File: config.mk
export PLATFORM = sky130hd
export DESIGN_NAME = uart_rx_ctrl
export DESIGN_NICKNAME = d
export VERILOG_FILES = /design/src/rtl/uart_rx_ctrl.sv
export SDC_FILE = /design/constraint.sdc
export NUM_CORES = 1
export LEC_CHECK = 0
export ABC_AREA = 1
export CAP_MARGIN = 20
export CORE_MARGIN = 2
export CORE_UTILIZATION = 40
export CTS_BUF_LIST = sky130_fd_sc_hd__clkbuf_4
export CTS_CLUSTER_DIAMETER = 100
export CTS_CLUSTER_SIZE = 25
export DETAILED_ROUTE_END_ITERATION = 8
export GPL_ROUTABILITY_DRIVEN = 0
export GPL_TIMING_DRIVEN = 0
export PLACE_DENSITY = 0.61
export REMOVE_ABC_BUFFERS = 1
export SLEW_MARGIN = 20
export SYNTH_ARGS = -nofsm -noshare
export SYNTH_HDL_FRONTEND = slang
export SYNTH_SLANG_ARGS = --single-unit
File: constraint.sdc
create_clock -name i_clk -period 1.6 [get_ports i_clk]
set_clock_uncertainty 0.05 [all_clocks]
set_input_delay 0.32 -clock i_clk [delete_from_list [all_inputs] [get_ports i_clk]]
set_output_delay 0.32 -clock i_clk [all_outputs]
set_load 0.02 [all_outputs]
File: src/rtl/uart_rx_ctrl.sv
// UART receive controller: synchronises the serial line, qualifies the start bit,
// samples 8 data bits plus stop at mid-bit and hands each byte out over valid/ready.
module uart_rx_ctrl #(
    parameter int OVERSAMPLE = 16,
    parameter int CW         = 4
) (
    input  logic       i_clk,
    input  logic       i_reset,
    input  logic       i_data,
    input  logic       i_baud,
    input  logic       i_rx_ready,
    output logic [7:0] o_rx,
    output logic       o_rx_valid,
    output logic [3:0] o_bit_count,
    output logic       o_start,
    output logic       o_busy,
    output logic       o_framing_err,
    output logic       o_overrun_err,
    output logic [1:0] o_state
);

    // Handshake: o_rx is offered while o_rx_valid=1; a byte is consumed on any
    // clock edge where o_rx_valid & i_rx_ready, and o_rx_valid drops after that
    // edge unless a freshly received byte is loaded on the same edge.

    localparam logic [1:0] S_IDLE  = 2'd0;
    localparam logic [1:0] S_START = 2'd1;
    localparam logic [1:0] S_DATA  = 2'd2;
    localparam logic [1:0] S_STOP  = 2'd3;

    localparam logic [CW-1:0] HALF_LAST = CW'(OVERSAMPLE / 2 - 1);
    localparam logic [CW-1:0] FULL_LAST = CW'(OVERSAMPLE - 1);
    localparam logic [CW-1:0] CNT_ONE   = CW'(1);

    logic          r_sync1;
    logic          r_sync2;
    logic          r_prev;
    logic [1:0]    r_state;
    logic [CW-1:0] r_cnt;
    logic [3:0]    r_bit_count;
    logic [7:0]    r_shift;
    logic [7:0]    r_rx;
    logic          r_rx_valid;
    logic          r_start;
    logic          r_framing_err;
    logic          r_overrun_err;

    logic w_line;
    logic w_fall;
    logic w_accept;

    assign w_line   = r_sync2;
    // Requiring prev=1 means a line held low after a break cannot retrigger.
    assign w_fall   = r_prev & ~w_line;
    assign w_accept = r_rx_valid & i_rx_ready;

    always_ff @(posedge i_clk) begin
        if (i_reset) begin
            r_sync1       <= 1'b1;
            r_sync2       <= 1'b1;
            r_prev        <= 1'b1;
            r_state       <= S_IDLE;
            r_cnt         <= '0;
            r_bit_count   <= 4'd0;
            r_shift       <= 8'h00;
            r_rx          <= 8'h00;
            r_rx_valid    <= 1'b0;
            r_start       <= 1'b0;
            r_framing_err <= 1'b0;
            r_overrun_err <= 1'b0;
        end else begin
            r_sync1       <= i_data;
            r_sync2       <= r_sync1;
            r_prev        <= r_sync2;
            r_start       <= 1'b0;
            r_framing_err <= 1'b0;

            if (w_accept) begin
                r_rx_valid <= 1'b0;
            end

            case (r_state)
                S_IDLE: begin
                    r_cnt       <= '0;
                    r_bit_count <= 4'd0;
                    if (w_fall) begin
                        r_state <= S_START;
                    end
                end
                S_START: begin
                    if (i_baud) begin
                        if (r_cnt == HALF_LAST) begin
                            r_cnt <= '0;
                            if (!w_line) begin
                                r_start <= 1'b1;
                                r_state <= S_DATA;
                            end else begin
                                r_state <= S_IDLE;
                            end
                        end else begin
                            r_cnt <= r_cnt + CNT_ONE;
                        end
                    end
                end
                S_DATA: begin
                    if (i_baud) begin
                        if (r_cnt == FULL_LAST) begin
                            r_cnt                      <= '0;
                            r_shift[r_bit_count[2:0]]  <= w_line;
                            r_bit_count                <= r_bit_count + 4'd1;
                            if (r_bit_count == 4'd7) begin
                                r_state <= S_STOP;
                            end
                        end else begin
                            r_cnt <= r_cnt + CNT_ONE;
                        end
                    end
                end
                S_STOP: begin
                    if (i_baud) begin
                        if (r_cnt == FULL_LAST) begin
                            r_cnt       <= '0;
                            r_bit_count <= 4'd0;
                            r_state     <= S_IDLE;
                            if (w_line) begin
                                // A load outranks a same-cycle acceptance of the old byte.
                                r_rx       <= r_shift;
                                r_rx_valid <= 1'b1;
                                if (r_rx_valid && !i_rx_ready) begin
                                    r_overrun_err <= 1'b1;
                                end
                            end else begin
                                r_framing_err <= 1'b1;
                            end
                        end else begin
                            r_cnt <= r_cnt + CNT_ONE;
                        end
                    end
                end
                default: begin
                    r_state <= S_IDLE;
                end
            endcase
        end
    end

    assign o_rx          = r_rx;
    assign o_rx_valid    = r_rx_valid;
    assign o_bit_count   = r_bit_count;
    assign o_start       = r_start;
    assign o_busy        = (r_state != S_IDLE);
    assign o_framing_err = r_framing_err;
    assign o_overrun_err = r_overrun_err;
    assign o_state       = r_state;

endmodule
Word level (Yosys, flattened, before mapping)
Index checks and enable logic that the tools add are counted.
{ "classes": {"addsub": 2, "order_cmp": 2, "n_eq_ne": 15, "n_mux": 29, "bitwise": 8, "reduce_logical": 15} }
{ "op_table": {"columns": ["operator", "count"], "rows": [
  ["4-bit 2-to-1 mux", 8],
  ["4-bit case mux with 3 select lines", 2],
  ["2-bit 2-to-1 mux", 9],
  ["2-bit != test, second input constant", 8],
  ["5-bit AND reduction", 2],
  ["4-bit by 1-bit adder with 4-bit output, second input constant", 2],
  ["8-bit bitwise mux", 1],
  ["4-bit by 3-bit == test with 1-bit output, second input constant", 2],
  ["2-bit case mux with 4 select lines", 1],
  ["8-bit AND reduction", 1],
  ["4-bit OR reduction", 2],
  ["1-bit 2-to-1 mux", 7],
  ["1-bit inverter", 6],
  ["2-bit == test, second input constant", 2],
  ["4-bit == test, second input constant", 1],
  ["3-bit by 4-bit less-than comparator with 1-bit output, second input constant", 1],
  ["4-bit AND reduction", 1],
  ["1-bit demux with 3-bit select", 1],
  ["3-bit by 1-bit >= comparator with 1-bit output, second input constant", 1],
  ["3-bit AND reduction", 1],
  ["3-bit nonzero test", 1],
  ["1-bit bitwise AND", 2],
  ["2-bit by 1-bit == test with 1-bit output, second input constant", 1],
  ["1-bit logical AND", 2],
  ["6 further kinds", 6]
]} }
{ "word_totals": {"regBits": 33, "inputBits": 5, "out_inout_bits": 19, "elab_cells": 83} }

Longest topological paths before layout
Gate-level depths: netlist of run 1.
{ "logic_depth": {"word_depth": 6, "mapped_depth": 11, "ltp_nobuf": 11} }

Worst setup path before layout of run 1
No wires, ideal clock.
{ "synth_timing": {"kind": "flip-flop to flip-flop", "start": "register r_state[0] (netlist: o_state[0])", "end": "register with a tool-made name", "arrival_ps": 1583, "path_slack_ps": -146, "stages_incl_launch_ff": 11, "n_path_buf": 0, "path_cell_list": "dfxtp_1 -> inv_1 -> ha_1 -> nor2_2 -> nand2_1 -> nand2_2 -> nand2_2 -> nor2_4 -> nand3_1 -> nor2_1 -> nor2_1"} }
{ "synth_lines": {"columns": ["item", "line_no", "source"], "rows": [
  ["start, declared", "38", "logic [1:0] r_state;"],
  ["start signal, assigned", "62", "r_state <= S_IDLE;"],
  ["start signal, assigned", "87", "r_state <= S_START;"],
  ["start signal, assigned", "96", "r_state <= S_DATA;"]
]} }

==> results.toml, run 1 <==
[run_status]
status = "finished clean"

[worst_hold_path]
min_path_type = "flip-flop to flip-flop"

[critical_path]
crit_chain = "inv_4 > ha_4 > nor2_4 > nand2_2 > nand2_2 > nand2_2 > nor2_4 > nand3_2 > nand2_1 > nand2_1 > nor2_1"
cp_max_fo = 5
crit_required_ns = 1.82
cp.buffers_inverters = 1
crit_slowest_cell = "dfxtp_4"
cpMostUsedCell = "nand2_2"
path_class = "flip-flop to flip-flop"
timing.critical_path.slowest_cell_delay_ns = 0.39
end_kind = "flip-flop"
start_kind = "flip-flop"
critical_path.top_delay_family = "simple AND/OR/NAND/NOR gates"
arrival_ns = 1.77

[sta]
fin_crit_sh_pct = 96.7
finalWorstSetupSlack_ns = 0.0521
maxSlewHeadroom_pct = 53.2
finalSetupViolations = 0
maxSlewViolCount = 0
worstMarginPinSlew_ns = 0.702
fmax_mhz = 646
period_needed_ns = 1.55
hold_viol = 0
tns_ns = 0
rsz0062_at_grt = "true"

[placement]
placed_cells = 267
io_buffers = 23
pre_cts_ws_ns = -0.592
dpl_cell_area_um2 = 1790
place_hpwl_mm = 2.16

[power_and_ir_drop]
switchingPower_uw = 715
swShare_pct = 35.4
power_frac_seq_pct = 44.2
totalPowerFinal_uw = 2020
ir_worst_vdd_mv = 0.642
p_leak_uw = 0.000843
power_frac_clock_pct = 20.5
internal-power_uw = 1300
p_per_area_nw_per_um2 = 1040
combPwrFrac_pct = 35.2

[synthesis]
synth_top_cell_area_share_pct = 43.2
yosys.area.top_type = "dfxtp_1"
ys_async_sr_fraction_pct = 0
synth_top_cells_by_area = "dfxtp_1 43%, nor2_1 8.1%, nand2_1 7.6%"
synth_area_um2 = 1530
postSynthCellCount = 202
synth_commonest_cells = "33 x dfxtp_1, 33 x nor2_1, 31 x nand2_1"
synth_flop_cell = "dfxtp_1"
ys_ff_latch = 33
yosysWarnings = 0
syn_area_per_cell_um2 = 7.56
synth_cell_types = 27
synth_edf_count = 0
yosysSeqAreaShare_pct = 43.2

[die]
core-area_um2 = 3660
die_y_um = 65.8
die_w_um = 65.8
pin_count = 24
initial_core_util_pct = 41.7
rows = 22
dieArea_um2 = 4330

[drt]
wl_per_cell_um = 11.3
via_count = 1309
ant_nets = 0
drtIter0Drc = 79
drc = 0
avgViaCountPerCell = 4.68
wirelength_mm = 3.15
dr.pass1.iters = 4

[final_layout]
nNetsFinal = 244
final_cells = 280
num_antenna_cells = 0
layout-drive-gt1-share_pct = 22.8
stdcell_area_um2 = 1950
areaGrowthSynthToFinish_pct = 27.4

[clock_tree]
clkLatencyLatePin_ns = 0.34
h-tree-depth = 2
root_buffer = "clkbuf_4"
numCtsBuffers = 5
cts_tree = "built"
clockBufferDepth = 2
path_clk_slew_ns = 0.09
holdBufCountCts = 0
clock_sinks = 33

[global_route]
grtUsageTotal_pct = 16.0
grt_max_degree = 20
antenna_found_initial = 0
grt_pass1_vias = 1134
grt_pass1_wl_mm = 5.27
grt_remaining_overflow = 0

[run]
maxCapViolCount = 0
## layout make-up
type | count | area, µm²
Sequential cell | 33 | 678
Timing Repair Buffer | 30 | 258
Clock buffer | 5 | 37.5
Inverter | 22 | 87.6
Multi-Input combinational cell | 141 | 820
Clock inverter | 1 | 5.00
Fill cell | 365 | 1720
Tap cell | 48 | 60.1
## power groups by stage
stage	Clock (µW)	Combinational, µW	Sequential [µW]
3_5_place_dp	0	555	896
6_report	415	712	893
2_1_floorplan	0	376	910
5_1_grt	471	783	899
4_1_cts	439	535	885
3_3_place_gp	0	551	896
## layout by cell type, fill, tap and decap left out, types with 5 or more instances in the layout
| cell | synthesis | layout |
|---|---|---|
| nor2_1 | 33 | 33 |
| nand2_1 | 31 | 29 |
| dfxtp_1 | 33 | 27 |
| a21oi_1 | 19 | 18 |
| dlygate4sd2_1 | 0 | 18 |
| inv_1 | 18 | 12 |
| nand3_1 | 12 | 11 |
| o21ai_0 | 9 | 9 |
| inv_2 | 4 | 8 |
| buf_4 | 0 | 8 |
| nor3_1 | 5 | 5 |
| clkbuf_4 | 0 | 5 |
## metal layers
layer	routed length, µm	share of wire, %	up-vias	GRT usage [%]
li1	-	-	709	-
met1	1620	51	568	22.6
met2	1340	43	25	22.5
met3	137	4.3	7	4.94
met4	53	1.7	0	6.25
met5	0	0	-	0
## cells by family (layout without fill, tap and decap cells)
kind of cell	Yosys count	in the layout	synth area share, %
xor+xnor	3	3	1.72
compound gates	31	31	10.7
simple gates	101	101	32.3
flops	33	33	43.2
buf+inv	28	58	7.12
fa+ha+maj	6	6	4.91
## registers in the layout, summed over array words and instances (netlist names), named ones only
register       cells
o_rx               8
r_shift            8
o_bit_count        4
r_cnt              4
o_framing_err      1
o_overrun_err      1
o_rx_valid         1
o_start            1
o_state            1
r_prev             1
r_sync1            1
r_sync2            1
## final timing paths
kind / start / end / slack (ns) / depth (start not counted)
worst max-delay path: o_state[0] / flip-flop / 0.05 / 11
worst min-delay path: r_sync1 / r_sync2 / 0.36 / 1
worst max register to register: o_state[0] / flip-flop / 0.05 / 11
worst min register to register: r_sync1 / r_sync2 / 0.36 / 1
## repair_timing
item / 4_1_cts / 5_1_grt
cloned: 0 / 0
setup endpoints to repair: 45 / 30
pin swaps: 1 / 7
resized for setup: 31 / 25
buffers inserted: 0 / 7
## stage by stage
step	hold WS, ns	utilization [%]
2_1_floorplan	0.339	-
3_3_place_gp	0.342	48.9
3_5_place_dp	0.343	48.9
4_1_cts	0.367	49.8
5_1_grt	0.381	53.1
6_report	0.365	53.1
(Power assumes the default switching activity.)
==> run 2, diff against run 1 <==
- CELL_PAD_IN_SITES_DETAIL_PLACEMENT: default -> 1
- CELL_PAD_IN_SITES_GLOBAL_PLACEMENT: default -> 1
- CORE_UTILIZATION: 40 -> 36
- PLACE_DENSITY: 0.61 -> 0.73
==> run 2 against run 1 <==
Effect of this change:
- the flow now finishes with violations (negative setup slack)
- hold slack improved by 0.019 ns
- via count increased by 8.6%
- maximum frequency decreased by 4.3%
- design area increased by 1.7%
- critical path depth decreased by 7
- clock power increased by 11%
- power increased by 2.7%
- largest cell class unchanged
- highest routed layer unchanged
==> results.toml, run 2 (synthesis results as in run 1) <==
[global_route]
grt_pass1_wl_mm = 6.15
grtUsageTotal_pct = 15.9
grt_remaining_overflow = 0
antenna_found_initial = 0
grt_pass1_vias = 1357
grt_max_degree = 20

[die]
dieArea_um2 = 4780
core-area_um2 = 4030
rows = 23
initial_core_util_pct = 37.9
die_w_um = 69.1
die_y_um = 69.1
pin_count = 24

[sta]
fin_crit_sh_pct = 101
worst_hold_slack_ns = 0.384
finalWorstSetupSlack_ns = -0.0167
fmax_mhz = 619
tns_ns = -0.0167
period_needed_ns = 1.62
maxSlewViolCount = 0
worstMarginPinSlew_ns = 0.747
hold_viol = 0
finalSetupViolations = 1
rsz0062_at_grt = "true"
maxSlewHeadroom_pct = 50.2

[drt]
via_count = 1421
wl_per_cell_um = 13.6
ant_nets = 0
drtIter0Drc = 30
avgViaCountPerCell = 4.95
drc = 0
wirelength_mm = 3.90
dr.pass1.iters = 4

[final_layout]
fillers = 517
num_antenna_cells = 0
nNetsFinal = 247
final_common_cell = "nor2_1"
stdcell_area_um2 = 1980
areaGrowthSynthToFinish_pct = 29.6
layout-drive-gt1-share_pct = 26.2
layout_common_cells = "32 x nor2_1, 27 x nand2_1, 26 x dfxtp_1, 19 x dlygate4sd2_1, 18 x a21oi_1"
final_cells = 287

[critical_path]
start_kind = "flip-flop"
end_kind = "output port"
arrival_ns = 1.25
cp_max_fo = 4
rr_worst_depth = 10
r2r_end = "o_bit_count[0]"
ff2ff_setup_slack_ns = 0.03
crit_required_ns = 1.23
path_class = "flip-flop to output port"
r2r-start = "o_state[0]"

[worst_hold_path]
hold_start = "r_sync1"
holdPathEnd = "r_sync2"
hold_path_depth = 1
min_path_type = "flip-flop to flip-flop"

[power_and_ir_drop]
p_leak_uw = 0.000867
ir_worst_vdd_mv = 0.726
p_per_area_nw_per_um2 = 1050

[placement]
placed_cells = 269
place_hpwl_mm = 2.76
dpl_cell_area_um2 = 1790
io_buffers = 23

[run_status]
violations = "negative setup slack"
status = "finished with violations"

[clock_tree]
cts_tree = "built"
path_clk_slew_ns = 0.10
h-tree-depth = 2
numCtsBuffers = 5
clkLatencyLatePin_ns = 0.34
root_buffer = "clkbuf_4"
clockBufferDepth = 2
clock_sinks = 33

[run]
maxCapViolCount = 0
run 2: cell types whose count changed in the layout (fill, tap and decap cells not counted), sizes merged:
cell,before,now
clkinv,1,2
dlygate4sd2,18,19
clkdlybuf4s15,1,0
clkinvlp,0,1
buf,8,11
run 2: area by class of cell:
| class | count | area (µm²) | area share, % |
|---|---|---|---|
| Clock inverter | 3 | 17.5 | 0.885 |
| Timing Repair Buffer | 33 | 279 | 14.1 |
| Clock buffer | 5 | 37.5 | 1.90 |
| Tap cell | 50 | 62.6 | 3.16 |
| Multi-Input combinational cell | 141 | 821 | 41.5 |
| Sequential cell | 33 | 674 | 34.1 |
| Inverter | 22 | 87.6 | 4.42 |
run 2: repair_timing:
action                                  CTS  global route
setup buffers                             0            10
endpoints found under the setup margin   46            26
pin swaps                                 1            11
hold buffers                              0             0
resized for setup                        36            20
run 2: per-stage QoR:
step	power, µW	utilization, %	worst slack (ns)
5_1_grt	2210	49.1	-0.114
4_1_cts	1940	45.8	-0.0301
3_5_place_dp	1470	44.5	-0.749
2_1_floorplan	1290	-	-0.146
6_report	2070	49.1	-0.0167
3_3_place_gp	1450	44.5	-0.660
run 2: worst max-delay path by stage:
stage,from,depth (start not counted),slack [ns],to
final,flip-flop,4,-0.02,o_busy
after global routing,o_state[0],11,-0.11,flip-flop
after CTS,o_state[0],9,-0.03,r_shift[0]
after detailed placement,i_reset,4,-0.75,o_start
after global placement,i_reset,4,-0.66,o_start
after floorplan,o_state[0],10,-0.15,flip-flop
run 2: critical path: stages, from the launching register on:
cell     delay [ns]
dfxtp_4        0.38
inv_1          0.10
ha_2           0.22
inv_2          0.05
buf_4          0.15
run 2: power by group:
part | switching (µW) | total, µW | internal [µW]
clock | 297 | 462 | 165
sequential | 42.2 | 898 | 856
combinational | 431 | 714 | 284
total | 770 | 2070 | 1300
run 2: layer usage:
layer  GRT usage [%]  share of wire (%)  wire (µm)  up-vias
met5               0                  0          0        -
met3            4.97                3.4        134        7
met1            19.1                 45       1770      665
met2            26.8                 50       1930       24
li1                -                  -          -      725
met4            5.23                1.5         59        0
